### src/rtl/bram_flush_ctrl.sv
// BRAM initialise/flush engine: owns NUM_CH write ports while writing a fill value to every address,
// otherwise forwards user writes through one register stage. Optional macro: BRAM_FLUSH_CUSTOM_VALUE_EN.
module bram_flush_ctrl #(
  parameter int                    ADDR_WIDTH = 10,
  parameter int                    DATA_WIDTH = 36,
  parameter int                    NUM_CH     = 2,
  parameter logic [DATA_WIDTH-1:0] FILL_VALUE = {DATA_WIDTH{1'b1}}
) (
  input  logic                         clk,
  input  logic                         reset,
  input  logic                         flush_start,
  input  logic                         flush_abort,
  input  logic [NUM_CH-1:0]            ch_mask,
`ifdef BRAM_FLUSH_CUSTOM_VALUE_EN
  input  logic [DATA_WIDTH-1:0]        fill_data,
`endif
  input  logic [ADDR_WIDTH-1:0]        usr_addr,
  input  logic [NUM_CH*DATA_WIDTH-1:0] usr_wdata,
  input  logic [NUM_CH-1:0]            usr_wen,
  output logic [ADDR_WIDTH-1:0]        bram_addr,
  output logic [NUM_CH*DATA_WIDTH-1:0] bram_wdata,
  output logic [NUM_CH-1:0]            bram_wen,
  output logic                         busy,
  output logic                         done,
  output logic                         usr_drop
);

  localparam logic [ADDR_WIDTH-1:0] LAST_ADDR = '1;

  typedef enum logic [1:0] {
    IDLE  = 2'd0,
    FLUSH = 2'd1,
    DONE  = 2'd2
  } state_t;

  state_t                      state_reg, state_next;
  logic [ADDR_WIDTH-1:0]       cnt_reg, cnt_next;
  logic [NUM_CH-1:0]           mask_reg, mask_next;
  logic [DATA_WIDTH-1:0]       fill_reg, fill_next;

  logic [ADDR_WIDTH-1:0]        addr_reg, addr_next;
  logic [NUM_CH*DATA_WIDTH-1:0] wdata_reg, wdata_next;
  logic [NUM_CH-1:0]            wen_reg, wen_next;
  logic                         busy_reg, busy_next;
  logic                         done_reg, done_next;
  logic                         drop_reg, drop_next;

  logic [DATA_WIDTH-1:0]        fill_src;
  logic [DATA_WIDTH-1:0]        fill_word;
  logic [NUM_CH*DATA_WIDTH-1:0] fill_bus;

`ifdef BRAM_FLUSH_CUSTOM_VALUE_EN
  assign fill_src = fill_data;
`else
  assign fill_src = FILL_VALUE;
`endif

  // The first flush write leaves in the start cycle, before fill_reg has been loaded.
  assign fill_word = (state_reg == IDLE) ? fill_src : fill_reg;

  generate
    for (genvar gi = 0; gi < NUM_CH; gi++) begin : g_fill
      assign fill_bus[gi*DATA_WIDTH +: DATA_WIDTH] = fill_word;
    end
  endgenerate

  always_comb begin
    state_next = state_reg;
    cnt_next   = cnt_reg;
    mask_next  = mask_reg;
    fill_next  = fill_reg;
    addr_next  = '0;
    wdata_next = '0;
    wen_next   = '0;
    busy_next  = 1'b0;
    done_next  = 1'b0;
    drop_next  = drop_reg | (busy_reg & (|usr_wen));

    case (state_reg)
      IDLE: begin
        if (flush_start && !flush_abort) begin
          drop_next = 1'b0;
          mask_next = ch_mask;
          fill_next = fill_src;
          cnt_next  = '0;
          if (ch_mask == '0) begin
            state_next = DONE;
            done_next  = 1'b1;
          end else begin
            state_next = FLUSH;
            wdata_next = fill_bus;
            wen_next   = ch_mask;
            busy_next  = 1'b1;
          end
        end else begin
          addr_next  = usr_addr;
          wdata_next = usr_wdata;
          wen_next   = usr_wen;
        end
      end

      FLUSH: begin
        // Abort outranks completion, so an abort on the last address yields no done.
        if (flush_abort) begin
          state_next = IDLE;
          cnt_next   = '0;
        end else if (cnt_reg == LAST_ADDR) begin
          state_next = DONE;
          done_next  = 1'b1;
          cnt_next   = '0;
        end else begin
          cnt_next   = cnt_reg + 1'b1;
          addr_next  = cnt_reg + 1'b1;
          wdata_next = fill_bus;
          wen_next   = mask_reg;
          busy_next  = 1'b1;
        end
      end

      DONE: begin
        state_next = IDLE;
        addr_next  = usr_addr;
        wdata_next = usr_wdata;
        wen_next   = usr_wen;
      end

      default: begin
        state_next = IDLE;
        cnt_next   = '0;
      end
    endcase
  end

  always_ff @(posedge clk or posedge reset) begin
    if (reset) begin
      state_reg <= IDLE;
      cnt_reg   <= '0;
      mask_reg  <= '0;
      fill_reg  <= '0;
      addr_reg  <= '0;
      wdata_reg <= '0;
      wen_reg   <= '0;
      busy_reg  <= 1'b0;
      done_reg  <= 1'b0;
      drop_reg  <= 1'b0;
    end else begin
      state_reg <= state_next;
      cnt_reg   <= cnt_next;
      mask_reg  <= mask_next;
      fill_reg  <= fill_next;
      addr_reg  <= addr_next;
      wdata_reg <= wdata_next;
      wen_reg   <= wen_next;
      busy_reg  <= busy_next;
      done_reg  <= done_next;
      drop_reg  <= drop_next;
    end
  end

  assign bram_addr  = addr_reg;
  assign bram_wdata = wdata_reg;
  assign bram_wen   = wen_reg;
  assign busy       = busy_reg;
  assign done       = done_reg;
  assign usr_drop   = drop_reg;

endmodule

### config.mk
export PLATFORM = sky130hd
export DESIGN_NAME = bram_flush_ctrl
export DESIGN_NICKNAME = d
export VERILOG_FILES = /design/src/rtl/bram_flush_ctrl.sv
export SDC_FILE = /design/constraint.sdc
export NUM_CORES = 1
export LEC_CHECK = 0
export ABC_AREA = 1
export CAP_MARGIN = 0
export CELL_PAD_IN_SITES_DETAIL_PLACEMENT = 1
export CELL_PAD_IN_SITES_GLOBAL_PLACEMENT = 2
export CORE_MARGIN = 8
export CORE_UTILIZATION = 24
export DETAILED_ROUTE_END_ITERATION = 16
export PLACE_DENSITY_LB_ADDON = 0.1
export SETUP_SLACK_MARGIN = 0.02
export SLEW_MARGIN = 20
export SYNTH_ARGS = -nofsm -noshare
export SYNTH_HDL_FRONTEND = slang
export SYNTH_SLANG_ARGS = --single-unit
### constraint.sdc
create_clock -name clk -period 4.3 [get_ports clk]
set_input_delay 1.29 -clock clk [delete_from_list [all_inputs] [get_ports clk]]
set_output_delay 1.29 -clock clk [all_outputs]
set_load 0.005 [all_outputs]
==> key figures <==
Timing
  – Number of endpoints failing setup at the final stage: 0
  – Unrepaired setup endpoints after global routing: no
  – Setup Skew: 0.00987 ns
  – Hold Vio Cnt, Final: 0
  – Worst slew pin tran: 0.929 ns
  – Final Max Slew Viols: 0
  – Period utilization: 0.722
  – Setup ws final: 1.20 ns
  – Slew margin rel.: 0.380
  – Worst hold slack: 0.462 ns
  – Maximum clock rate: 322 MHz
  – Crit path time final: 3.10 ns
  – Sum Neg Setup Slack: 0 ns

Clock tree
  – Post-CTS Setup Bufs: 0
  – Post-cts sizing count: 0
  – Clock slew at reported path FFs: 0.07 ns
  – Longest Clk Path Bufs: 2
  – Clk_lat worst skew: 0.35 ns
  – CTS tree: yes
  – Clock Sinks: 102
  – CTS Buf Count: 9
  – Post-CTS Hold Fix Bufs: 0
  – Htree depth: 3
  – Root buf cell: clkbuf_16

Synth
  – Synth top area share: 0.635
  – Mean post-synth cell area: 9.75 µm²
  – Largest area contributor in the netlist: dfrtp_1
  – Syn_nets: 503
  – Post-synthesis cell count: 412
  – FF+latch count, synth: 102
  – Post-synth cell types: 22
  – Top post-synthesis cells by area: dfrtp_1 (64%), nand2_1 (12%), o21ai_0 (5.2%)
  – YS warnings: 0
  – Netlist Area Pre-Place: 4020 µm²
  – Register area share after synthesis: 0.635

Worst setup path
  – Critical Path, Cell by Cell: clkdlybuf4s50_1, nor2_2, nand2_1, nand2_2, nand2_2, buf_4, o21ai_1, nand2_1
  – R2R cell count: 7
  – Critical Path AT: 3.32 ns
  – Slowest CP cell: nand2_2
  – FF-to-FF setup slack: 2.32 ns
  – Worst EP required: 4.52 ns
  – Critical path type: input pin to flip-flop
  – FF-to-FF Start: state_reg[1]
  – Slowest cell delay on critical path: 0.52 ns
  – Buffers & Inverters on Critical Path: 2
  – Crit Path Max Fanout: 49
  – CP endpoint kind: flip-flop
  – Startpoint types: input pin
  – Reg-to-reg endpoint: bram_wdata[64]
  – Cell family with most CP delay: simple AND/OR/NAND/NOR gates

Pwr
  – Power per standard cell area: 407 nW/µm²
  – Worst VDD drop: 171 µV
  – Overall Power: 0.00256 W
  – Pleak: 2.81 nW

Final layout
  – Max reg flops: 72
  – Fin nets: 673
  – Layout cells sized above 1: 0.0580
  – Final Core Density: 0.381
  – Commonest non-fill, non-tap cell in the layout: clkdlybuf4s50_1
  – Antenna Cells: 0
  – Layout Area Growth over Synthesis: 56.3%
  – Most frequent cells in the layout: clkdlybuf4s50_1 (176), nand2_1 (127), dfrtp_1 (102)

GRT
  – Pin count of the biggest net entering global routing: 73
  – First-pass GRT wire length: 22000 µm
  – Overflow after GRT: 0
  – GRT Total Usage: 0.132
  – Initial antenna violation count: 0
  – Vias in the first global route: 3875

Drt
  – Routed Antenna Nets: 0
  – Routed vias/inst: 4.26
  – DR pass1 iterations: 4
  – Via count: 3432
  – DRC errors left: 0
  – DRT iter0 DRCs: 166
  – DR WL/cell: 16.9 µm
  – Total length of routed wires: 13600 µm

Placement
  – Setup slack at placement: 0.740 ns
  – Hpwl dp: 9840 µm
  – GP Congestion: 0.709
  – Port Buffers: 176

Floorplanning
  – Die X: 145 µm
  – Std-Cell Rows: 47
  – Starting density of the core: 0.244
  – # IOs: 177
  – Die height: 145 µm
  – Die area: 21100 µm²
  – Core area: 16500 µm²

Status
  – Status: finished clean

Min path
  – Hold_sp: fill_reg[0]
  – Hold worst-path end: fill_reg[0]
  – HP Class: flip-flop to flip-flop
  – WHS Path Cells: 2

Flow run
  – Max Cap Viol: 0
==> synth_stat cells <==
master      n
a21oi_1    10
buf_2      15
buf_6       7
clkinv_1    1
dfrtp_1   102
ha_1        1
inv_1      24
inv_2       4
nand2_1   127
nand2_2     3
nand3_1     6
nand3_4     1
nand4_1     8
nand4_4     1
nor2_1     10
nor2_2      3
nor2_4      2
o21ai_0    42
o21ai_1    40
o21bai_1    2
o31ai_1     2
or2_1       1
==> routing by layer <==
metal	up-vias	share of wire	track usage
li1	1657	-	-
met1	1664	0.40	0.144
met2	100	0.50	0.225
met3	11	0.091	0.0581
met4	0	0.012	0.0453
met5	-	0	0
==> area by class of cell <==
class,count,area (µm²)
Clock buffer,10,229
Clock inverter,5,83.8
Timing Repair Buffer,181,1820
Multi-Input combinational cell,259,1200
Fill cell,1864,10200
Tap cell,220,275
Inverter,29,111
Sequential cell,102,2550
==> kinds of logic after synthesis <==
family          synth area share
fa+ha+maj                0.00311
flops                      0.635
buf+inv                   0.0654
simple gates               0.174
compound gates             0.122
==> worst max-delay path by stage <==
| stage | startpoint | end | slack, ns | cells past startpoint |
|---|---|---|---|---|
| finish | flush_abort | bram_wdata[64] | 1.20 | 8 |
| global route | flush_abort | bram_wdata[64] | 0.96 | 8 |
| CTS | flush_abort | bram_wdata[64] | 1.11 | 8 |
| detailed placement | flush_abort | bram_wdata[64] | 0.74 | 8 |
| global placement | flush_start | bram_wdata[54] | 0.80 | 9 |
| floorplan | reset | bram_addr[0] | 0.33 | 1 |
==> worst reg2reg max path: cells and delay by family (launching register included) <==
kind,cells,cell delay [ns]
AND/OR/NAND/NOR,4,0.85
buffers and inverters,2,0.49
flip-flops,1,0.44
AO/OA/AOI/OAI,1,0.09
==> power breakdown <==
group	switching [W]	internal, W	total [W]
registers	0.0000376	0.00108	0.00112
clock network	0.000371	0.000510	0.000881
logic	0.000241	0.000320	0.000560
==> stage by stage <==
stage | std cells | instance area (µm²)
global route | 806 | 6280
detailed placement | 790 | 5950
CTS | 805 | 6260
finish | 806 | 6280
floorplan | 412 | 4020
global placement | 790 | 5950
Note: power is estimated with default switching activity, not from simulation.
